===== src/rtl/memory_bus_arbiter_if.sv =====
// Purpose : bundles the CPU, loader and RAM-side signals of the memory bus arbiter.
// Latency : none (wiring only).
// Backpr. : req/ack handshake; a requester holds req until it sees its ack.
//
// Signals
//   cpu_req/cpu_we/cpu_address/cpu_data_in -> arbiter ; cpu_data_out/cpu_ack <- arbiter
//   ldr_req/ldr_address/ldr_data           -> arbiter ; ldr_ack              <- arbiter
//   ram_address/ram_data_in/ram_write_enable <- arbiter ; ram_data_out -> arbiter
//   busy, prot_fault                       <- arbiter status
// Modports: slave = the arbiter, master = everything around it (requesters and RAM).
interface memory_bus_arbiter_if #(
  parameter int unsigned ADDR_WIDTH = 14
);
  logic                  cpu_req;
  logic                  cpu_we;
  logic [ADDR_WIDTH-1:0] cpu_address;
  logic [7:0]            cpu_data_in;
  logic [7:0]            cpu_data_out;
  logic                  cpu_ack;

  logic                  ldr_req;
  logic [ADDR_WIDTH-1:0] ldr_address;
  logic [7:0]            ldr_data;
  logic                  ldr_ack;

  logic [ADDR_WIDTH-1:0] ram_address;
  logic [7:0]            ram_data_in;
  logic [7:0]            ram_data_out;
  logic                  ram_write_enable;

  logic                  busy;
  logic                  prot_fault;

  modport slave (
    input  cpu_req, cpu_we, cpu_address, cpu_data_in,
    output cpu_data_out, cpu_ack,
    input  ldr_req, ldr_address, ldr_data,
    output ldr_ack,
    output ram_address, ram_data_in, ram_write_enable,
    input  ram_data_out,
    output busy, prot_fault
  );

  modport master (
    output cpu_req, cpu_we, cpu_address, cpu_data_in,
    input  cpu_data_out, cpu_ack,
    output ldr_req, ldr_address, ldr_data,
    input  ldr_ack,
    input  ram_address, ram_data_in, ram_write_enable,
    output ram_data_out,
    input  busy, prot_fault
  );
endinterface


===== src/rtl/memory_bus_arbiter.sv =====
// Purpose : arbitrates the 8008 block RAM between the CPU (rd/wr) and the UART loader (wr only).
// Latency : write ack 1 cycle after the sampling edge, read ack READ_LATENCY+2 cycles after it.
// Backpr. : one transaction at a time; requests seen while busy wait until IDLE (no queueing).
//
// Ports
//   clk      - system clock, rising edge
//   reset_n  - asynchronous active-low reset; abandons any transaction without an ack
//   bus      - memory_bus_arbiter_if.slave: CPU and loader handshakes, RAM port, busy, prot_fault
// Optional feature: define MEM_PROTECT_EN to block CPU writes below ROM_TOP (sticky prot_fault).
// Loader has fixed priority over the CPU. READ_LATENCY legal range is 1..7.
module memory_bus_arbiter #(
  parameter int unsigned           ADDR_WIDTH   = 14,
  parameter int unsigned           READ_LATENCY = 2,
  parameter logic [ADDR_WIDTH-1:0] ROM_TOP      = 14'h0400
) (
  input  logic                clk,
  input  logic                reset_n,
  memory_bus_arbiter_if.slave bus
);

`ifdef MEM_PROTECT_EN
  localparam bit PROTECT_EN = 1'b1;
`else
  localparam bit PROTECT_EN = 1'b0;
`endif

  typedef enum logic [1:0] {
    IDLE      = 2'd0,
    WRITE     = 2'd1,
    READ_WAIT = 2'd2,
    READ_DONE = 2'd3
  } state_t;

  state_t                state_q;
  logic [ADDR_WIDTH-1:0] addr_q;
  logic [7:0]            wdat_q;
  logic                  we_q;
  logic [2:0]            cnt_q;
  logic                  cpu_ack_q;
  logic                  ldr_ack_q;
  logic [7:0]            rdat_q;
  logic                  busy_q;
  logic                  fault_q;

  logic ldr_win;
  logic cpu_win;
  logic wr_blocked;

  // Loader always wins; the CPU only gets the RAM on cycles the loader is quiet.
  assign ldr_win    = bus.ldr_req;
  assign cpu_win    = bus.cpu_req & ~bus.ldr_req;
  // A blocked CPU write still walks through WRITE and acks, it just never strobes the RAM.
  assign wr_blocked = PROTECT_EN && cpu_win && bus.cpu_we && (bus.cpu_address < ROM_TOP);

  // Every output comes straight from a flop, so acks and the write strobe are set on the
  // edge that enters the state in which they are visible.
  always_ff @(posedge clk or negedge reset_n) begin
    if (!reset_n) begin
      state_q   <= IDLE;
      addr_q    <= '0;
      wdat_q    <= '0;
      we_q      <= 1'b0;
      cnt_q     <= '0;
      cpu_ack_q <= 1'b0;
      ldr_ack_q <= 1'b0;
      rdat_q    <= '0;
      busy_q    <= 1'b0;
      fault_q   <= 1'b0;
    end else begin
      cpu_ack_q <= 1'b0;
      ldr_ack_q <= 1'b0;
      we_q      <= 1'b0;
      case (state_q)
        IDLE: begin
          if (ldr_win) begin
            addr_q    <= bus.ldr_address;
            wdat_q    <= bus.ldr_data;
            we_q      <= 1'b1;
            ldr_ack_q <= 1'b1;
            busy_q    <= 1'b1;
            state_q   <= WRITE;
          end else if (cpu_win) begin
            addr_q <= bus.cpu_address;
            wdat_q <= bus.cpu_data_in;
            busy_q <= 1'b1;
            if (bus.cpu_we) begin
              we_q      <= ~wr_blocked;
              cpu_ack_q <= 1'b1;
              state_q   <= WRITE;
              if (wr_blocked) begin
                fault_q <= 1'b1;
              end
            end else begin
              // Counter reaches 0 after READ_LATENCY-1 decrements; READ_DONE then
              // samples the RAM exactly READ_LATENCY edges after the address went out.
              cnt_q   <= 3'(READ_LATENCY - 1);
              state_q <= READ_WAIT;
            end
          end
        end
        WRITE: begin
          busy_q  <= 1'b0;
          state_q <= IDLE;
        end
        READ_WAIT: begin
          if (cnt_q == '0) begin
            state_q <= READ_DONE;
          end else begin
            cnt_q <= cnt_q - 3'd1;
          end
        end
        READ_DONE: begin
          rdat_q    <= bus.ram_data_out;
          cpu_ack_q <= 1'b1;
          busy_q    <= 1'b0;
          state_q   <= IDLE;
        end
        default: begin
          busy_q  <= 1'b0;
          state_q <= IDLE;
        end
      endcase
    end
  end

  assign bus.ram_address      = addr_q;
  assign bus.ram_data_in      = wdat_q;
  assign bus.ram_write_enable = we_q;
  assign bus.cpu_ack          = cpu_ack_q;
  assign bus.ldr_ack          = ldr_ack_q;
  assign bus.cpu_data_out     = rdat_q;
  assign bus.busy             = busy_q;
  assign bus.prot_fault       = fault_q;

endmodule


===== src/flat_wrapper.sv =====
// flat-port wrapper written by rule: the top's interface ports become plain ports
module memory_bus_arbiter_flat 
#(
  parameter int unsigned           ADDR_WIDTH   = 14,
  parameter int unsigned           READ_LATENCY = 2,
  parameter logic [ADDR_WIDTH-1:0] ROM_TOP      = 14'h0400
)
  (clk, reset_n, bus_cpu_req, bus_cpu_we, bus_cpu_address, bus_cpu_data_in, bus_cpu_data_out, bus_cpu_ack, bus_ldr_req, bus_ldr_address, bus_ldr_data, bus_ldr_ack, bus_ram_address, bus_ram_data_in, bus_ram_write_enable, bus_ram_data_out, bus_busy, bus_prot_fault);
  memory_bus_arbiter_if #(.ADDR_WIDTH(ADDR_WIDTH)) bus_i ();
  input  logic clk;
  input  logic reset_n;
  input wire logic [$bits(bus_i.cpu_req)-1:0] bus_cpu_req;
  input wire logic [$bits(bus_i.cpu_we)-1:0] bus_cpu_we;
  input wire logic [$bits(bus_i.cpu_address)-1:0] bus_cpu_address;
  input wire logic [$bits(bus_i.cpu_data_in)-1:0] bus_cpu_data_in;
  output wire logic [$bits(bus_i.cpu_data_out)-1:0] bus_cpu_data_out;
  output wire logic [$bits(bus_i.cpu_ack)-1:0] bus_cpu_ack;
  input wire logic [$bits(bus_i.ldr_req)-1:0] bus_ldr_req;
  input wire logic [$bits(bus_i.ldr_address)-1:0] bus_ldr_address;
  input wire logic [$bits(bus_i.ldr_data)-1:0] bus_ldr_data;
  output wire logic [$bits(bus_i.ldr_ack)-1:0] bus_ldr_ack;
  output wire logic [$bits(bus_i.ram_address)-1:0] bus_ram_address;
  output wire logic [$bits(bus_i.ram_data_in)-1:0] bus_ram_data_in;
  output wire logic [$bits(bus_i.ram_write_enable)-1:0] bus_ram_write_enable;
  input wire logic [$bits(bus_i.ram_data_out)-1:0] bus_ram_data_out;
  output wire logic [$bits(bus_i.busy)-1:0] bus_busy;
  output wire logic [$bits(bus_i.prot_fault)-1:0] bus_prot_fault;
  assign bus_i.cpu_req = bus_cpu_req;
  assign bus_i.cpu_we = bus_cpu_we;
  assign bus_i.cpu_address = bus_cpu_address;
  assign bus_i.cpu_data_in = bus_cpu_data_in;
  assign bus_cpu_data_out = bus_i.cpu_data_out;
  assign bus_cpu_ack = bus_i.cpu_ack;
  assign bus_i.ldr_req = bus_ldr_req;
  assign bus_i.ldr_address = bus_ldr_address;
  assign bus_i.ldr_data = bus_ldr_data;
  assign bus_ldr_ack = bus_i.ldr_ack;
  assign bus_ram_address = bus_i.ram_address;
  assign bus_ram_data_in = bus_i.ram_data_in;
  assign bus_ram_write_enable = bus_i.ram_write_enable;
  assign bus_i.ram_data_out = bus_ram_data_out;
  assign bus_busy = bus_i.busy;
  assign bus_prot_fault = bus_i.prot_fault;
  memory_bus_arbiter #(.ADDR_WIDTH(ADDR_WIDTH), .READ_LATENCY(READ_LATENCY), .ROM_TOP(ROM_TOP)) u_core (.clk(clk), .reset_n(reset_n), .bus(bus_i));
endmodule

===== config.mk =====
export PLATFORM = sky130hd
export DESIGN_NAME = memory_bus_arbiter_flat
export DESIGN_NICKNAME = d
export VERILOG_FILES = /design/src/rtl/memory_bus_arbiter_if.sv /design/src/rtl/memory_bus_arbiter.sv /design/src/flat_wrapper.sv
export SDC_FILE = /design/constraint.sdc
export NUM_CORES = 1
export LEC_CHECK = 0
export CAP_MARGIN = 15
export CORE_UTILIZATION = 55
export DETAILED_ROUTE_END_ITERATION = 8
export DONT_BUFFER_PORTS = 1
export GPL_TIMING_DRIVEN = 0
export PLACE_DENSITY = 0.76
export SYNTH_ARGS = -nofsm -noshare
export SYNTH_HDL_FRONTEND = slang
export SYNTH_SLANG_ARGS = --single-unit
export TNS_END_PERCENT = 100

===== constraint.sdc =====
create_clock -name clk -period 2.1 [get_ports clk]
set_input_delay 0.21 -clock clk [delete_from_list [all_inputs] [get_ports clk]]
set_output_delay 0.21 -clock clk [all_outputs]
set_load 0.01 [all_outputs]

== After elaboration in Yosys (flattened, before gate mapping) ==
Index checks and enable logic that the tools add are counted.
Cells by class
  add/sub/neg operators: 1
  equality and inequality tests: 9
  multiplexer cells: 25
  bitwise gates (word level): 2
  reduce and logical (&&, ||, !) cells: 10
Operator list (number)
  14-bit two-way mux: 2
  8-bit two-way mux: 2
  3-bit two-way mux: 4
  1-bit two-way mux: 9
  2-bit two-way mux: 4
  2-bit inequality test, second input constant: 3
  2-bit one-hot mux with 3 select lines: 1
  3-bit one-hot mux with 2 select lines: 1
  2-bit AND reduction: 3
  2-bit nonzero test: 3
  5-bit AND reduction: 1
  2-bit equality test, second input constant: 2
  2-bit by 1-bit inequality test with 1-bit output, second input constant: 2
  1-bit one-hot mux with 2 select lines: 2
  3-bit zero test: 1
  3-bit by 2-bit inequality test with 1-bit output, second input constant: 1
  3-bit by 1-bit subtractor with 3-bit output, second input constant: 1
  2-bit by 1-bit equality test with 1-bit output, second input constant: 1
  2-bit zero test: 1
  2-bit OR reduction: 1
  1-bit AND: 1
  1-bit NOT: 1
Word-level totals
  register bits: 39
  input port bits: 57
  output and inout port bits: 35
  word-level logic and storage cells: 56

== Longest topological paths before layout ==
  word-level depth: 5
  mapped depth: 6
  mapped depth without buffers: 6

== Worst setup path after synthesis ==
OpenSTA, ideal clock, no wires.
  kind: reg-to-reg
  from: register u_core.state_q[0]
  to: register u_core.state_q[0]
  library setup time: 0.128 ns
  arrival time: 1.368 ns
  required time: 1.972 ns
  slack: 0.604 ns
  stages on the path, launching flop included: 7
  path buffers: 1
  clock period less this slack: 1.496 ns
  cell sequence: dfrtp_1 > inv_1 > ha_1 > buf_2 > nor3b_1 > nor2_1 > mux2_1
Between the ends
  word-level cells in the longest chain between the ends: 3
Ends and longest elaborated chain
  start, declared: RTL line memory_bus_arbiter.sv:34  | state_t state_q;
  start signal, assigned: RTL line memory_bus_arbiter.sv:59  | state_q <= IDLE;
  start signal, assigned: RTL line memory_bus_arbiter.sv:81  | state_q <= WRITE;
  start signal, assigned: RTL line memory_bus_arbiter.sv:89  | state_q <= WRITE;
  2-bit by 1-bit equality test with 1-bit output, or another cell as far along: RTL line memory_bus_arbiter.sv:73  | case (state_q)
  2-bit OR reduction (no source line), or another cell as far along
  2-bit one-hot mux with 3 select lines or 2-bit AND reduction (tied branches)
Parallel ways exist; a longest one is shown, timed or not.
A chain may end at the register's enable or synchronous reset.

== Final worst setup path ==
  from: register u_core.state_q[1]
  to: register u_core.state_q[0]
The elaborated chain is that of the path after synthesis.

==> summary.log <==
qor: setup_path.wp_data_arrival 1900 ps
qor: global_routing.grt_max_degree 40
qor: setup_path.worst_reg2reg_path_startpoint u_core.state_q[1]$_DFFE_PN0P_
qor: place.post-dp-hpwl 2.668 mm
qor: setup_path.r2r-end u_core.state_q[0]$_DFFE_PN0P_
qor: pwr.vdd_drop_max 0.0007142 V
qor: cells_and_area.n_antenna_cell 0
qor: cells_and_area.design.final.nets 240
qor: setup_path.critical_path.slowest_cell sky130_fd_sc_hd__dfrtp_1
qor: logic_synthesis.syn-instance-count 167
qor: timing.timing.clock.skew 8.064 ps
qor: logic_synthesis.ffs_latches_synth 39
qor: die.rows 20
qor: clock_tree.clockBufferDepth 2
qor: min_path.worst_hold_path_type input pin to flop
qor: die.die-height 59.99 um
qor: global_routing.grt_pass1_wl 5.575 mm
qor: logic_synthesis.yosysSeqAreaShare 0.5277
qor: pwr.power.combinational.fraction 0.314
qor: timing.tightestPinTransition 522.3 ps
qor: min_path.worst_hold_startpoint bus_ram_data_out[6]
qor: routing.via_per_inst 5.683
qor: timing.timing_hold_violations_final 0
qor: cells_and_area.post_route_cells_drive_above_1_share 0.1356
qor: setup_path.worst-path-max-fanout 10
qor: setup_path.worst_ep_required_time 2330 ps
qor: place.globalplace.congestion 0.8221
qor: setup_path.crit_path_cell_trace inv_1, ha_1, buf_2, nor3b_1, nor2_1, mux2_1
qor: setup_path.worst_path_largest_cell_delay 440 ps
qor: global_routing.overflow_left_after_global_routing 0
qor: routing.drtPass1Iterations 4
qor: min_path.worst_hold_path.endpoint u_core.bus.cpu_data_out[6]$_DFFE_PN0N_
qor: die.io_pins 92
qor: setup_path.setup.reg_to_reg.worst_slack 430 ps
qor: global_routing.number_of_global_route_vias_before_repair 1,335
qor: clock_tree.clock-sinks 39
qor: pwr.p_seq_frac 0.552
qor: routing.drt_first_iter_violations 43
qor: job.cap_viol_max_count 0
qor: logic_synthesis.synth_area_per_cell 11.07 sq um
qor: clock_tree.root_buffer sky130_fd_sc_hd__clkbuf_4
qor: timing.grt_setup_unrepaired false
qor: min_path.worst_hold_path.num_cells 1
qor: timing.timing.final.crit_period 1674 ps
qor: clock_tree.cts_inserted_buffers 5
qor: cells_and_area.final_design_area_no_fill 0.001984 sq mm
qor: setup_path.timing.critical_path.from_type flop
qor: logic_synthesis.mappedNetlistNets 231
qor: pwr.cell_internal_pwr 1.611 mW
qor: timing.fin_setup_tns 0 ps
qor: clock_tree.htreeDepth 2
qor: pwr.power.leakage 0.9670 nW
qor: clock_tree.clk-insertion-delay-late 330 ps
qor: timing.clock.fmax 597.4 MHz
qor: routing.drt_drc_violations_left 0
qor: die.core_region_area 0.003128 sq mm
qor: cells_and_area.post_layout_nonfiller_instances 221
qor: routing.detail-route-antenna-nets 0
qor: cells_and_area.growth_of_design_area_from_synthesis_to_finish 7.307%
qor: setup_path.worst_path_dominant_cell_family flip-flops
qor: routing.route.detailed.wl_per_inst 16.01 um
qor: setup_path.worst_reg2reg_path_depth 6
qor: die.start_util 0.5912
qor: timing.report.final.slew_viol_count 0
qor: routing.drt_wl_total 3.538 mm
qor: pwr.power.switching_fraction 0.4052
qor: setup_path.crit_path_buffers_inverters 2
qor: setup_path.timing.critical_path.to_type flop
qor: cells_and_area.fill_cells 244
qor: cells_and_area.fin_util 0.6344
qor: logic_synthesis.yosys_warnings 0
qor: pwr.clockPowerShare 0.135
qor: place.dpl-instance-area 0.001904 sq mm
qor: clock_tree.cts.clk_slew.worst_paths 110 ps
qor: die.horizontal_extent_of_the_die 59.99 um
qor: timing.finalSetupViolCount 0
qor: global_routing.antenna_found_initial 0
qor: place.port_buffers 0
qor: pwr.pwr_density_cell 1365 mW/mm^2
qor: pwr.power.net_switching 1.097 mW
qor: timing.final_min_period_over_clock_period 0.7971
qor: status.outcome complete, no violations
qor: global_routing.grt.total_usage 0.2133
qor: die.die_area 0.003598 sq mm
qor: setup_path.setup.worst_path.class flop to flop
qor: clock_tree.tritoncts_clock_tree built
qor: timing.slew_headroom 0.6518
qor: place.numPlacedInstances 211
qor: routing.detailroute.via_count 1,256
qor: logic_synthesis.ys_types 26
qor: logic_synthesis.syn_area 0.001849 sq mm
Yosys cell counts, drive strengths merged:
library cell	number	area, sq um
inv	8	30.03
nor3b	2	15.01
clkbuf	3	11.26
or3b	1	11.26
buf	7	43.79
mux2i	23	230.2
dfrtp	39	975.9
o41ai	1	8.760
and3	3	18.77
a41oi	1	8.760
mux2	9	101.4
a21o	1	7.510
nor2	5	18.77
a211oi	4	35.03
nand2	22	82.58
o21ai	24	120.1
a21oi	3	15.01
nand2b	1	6.260
ha	7	87.58
a211o	2	17.52
conb	1	3.750
cells by family after synthesis:
logic type	share of synthesized area
simple gates	0.08255
buf+inv	0.04601
other cells	0.002028
fa+ha+maj	0.04736
mux	0.1793
compound gates	0.1150
flops	0.5277
what timing repair did:
item	CTS	global route
endpoints found under the hold margin	39	0
buffers inserted	0	0
hold buffers	2	0
gates resized for setup	0	0
final cells by class:
cell class                 instances  area (sq um)  area share
buffer                            10         55.05     0.02774
clock buffer                       7         45.04     0.02270
inverter                           8         30.03     0.01513
tap                               44         55.05     0.02774
clock inverter                     1         5.005    0.002522
multi-input combinational        110         788.3      0.3972
timing repair buffer               2         30.03     0.01513
sequential                        39         975.9      0.4918
sequential cells by signal, summed over array words and instances, names as in the netlist:
name / cells
u_core.bus.ram_address: 14
u_core.bus.cpu_data_out: 8
u_core.bus.ram_data_in: 8
u_core.cnt_q: 3
u_core.state_q: 2
u_core.bus.busy: 1
u_core.bus.cpu_ack: 1
u_core.bus.ldr_ack: 1
u_core.bus.ram_write_enable: 1
how the worst max path moves through the flow:
stage          cells past startpoint                                      to  slack, ps                     startpoint
6_report                           6           u_core.state_q[0]$_DFFE_PN0P_        430  u_core.state_q[1]$_DFFE_PN0P_
5_1_grt                            5  u_core.bus.ram_address[11]$_DFFE_PN0P_        280  u_core.state_q[0]$_DFFE_PN0P_
4_1_cts                            6           u_core.state_q[0]$_DFFE_PN0P_        420  u_core.state_q[1]$_DFFE_PN0P_
3_5_place_dp                       6           u_core.state_q[0]$_DFFE_PN0P_        460  u_core.state_q[1]$_DFFE_PN0P_
3_3_place_gp                       6           u_core.state_q[0]$_DFFE_PN0P_        520  u_core.state_q[0]$_DFFE_PN0P_
2_1_floorplan                      6           u_core.state_q[0]$_DFFE_PN0P_        600  u_core.state_q[0]$_DFFE_PN0P_
power by group through the flow:
stage / logic [mW] / registers, mW / clock network, mW
after floorplan: 0.685 / 1.44 / 0
after global placement: 0.780 / 1.50 / 0
after detailed placement: 0.841 / 1.51 / 0
after CTS: 0.859 / 1.50 / 0.367
after global routing: 0.981 / 1.54 / 0.395
final: 0.850 / 1.49 / 0.364
metrics by stage:
stage,power (mW),hold slack [ps],worst slack [ps]
after detailed placement,2.353,-84.86,457.5
after global placement,2.280,-84.89,524.4
after global routing,2.915,5.692,277.6
after floorplan,2.127,-85.59,604.0
final,2.708,21.37,426.0
after CTS,2.726,15.27,421.3
layer usage:
metal	share of wire	wire, um	up-vias	track usage
li1	-	-	592	-
met1	0.41	1447	587	0.2324
met2	0.50	1755	69	0.3857
met3	0.077	272	8	0.05195
met4	0.018	63	0	0.09967
met5	0	0	-	0
cells in the final DEF, fill, tap and decap left out, types with 2 or more instances in the layout:
cell type                  count
sky130_fd_sc_hd__dfrtp_1      39
sky130_fd_sc_hd__mux2i_1      23
sky130_fd_sc_hd__o21ai_0      23
sky130_fd_sc_hd__nand2_1      22
sky130_fd_sc_hd__inv_1         8
sky130_fd_sc_hd__mux2_2        8
sky130_fd_sc_hd__ha_1          7
sky130_fd_sc_hd__buf_2         5
sky130_fd_sc_hd__clkbuf_1      5
sky130_fd_sc_hd__nor2_1        5
sky130_fd_sc_hd__clkbuf_4      5
sky130_fd_sc_hd__a21oi_1       3
sky130_fd_sc_hd__and3_1        3
sky130_fd_sc_hd__a211oi_1      3
sky130_fd_sc_hd__nor3b_1       2
sky130_fd_sc_hd__a211o_1       2
No activity file was read; power rests on OpenSTA's default activity.
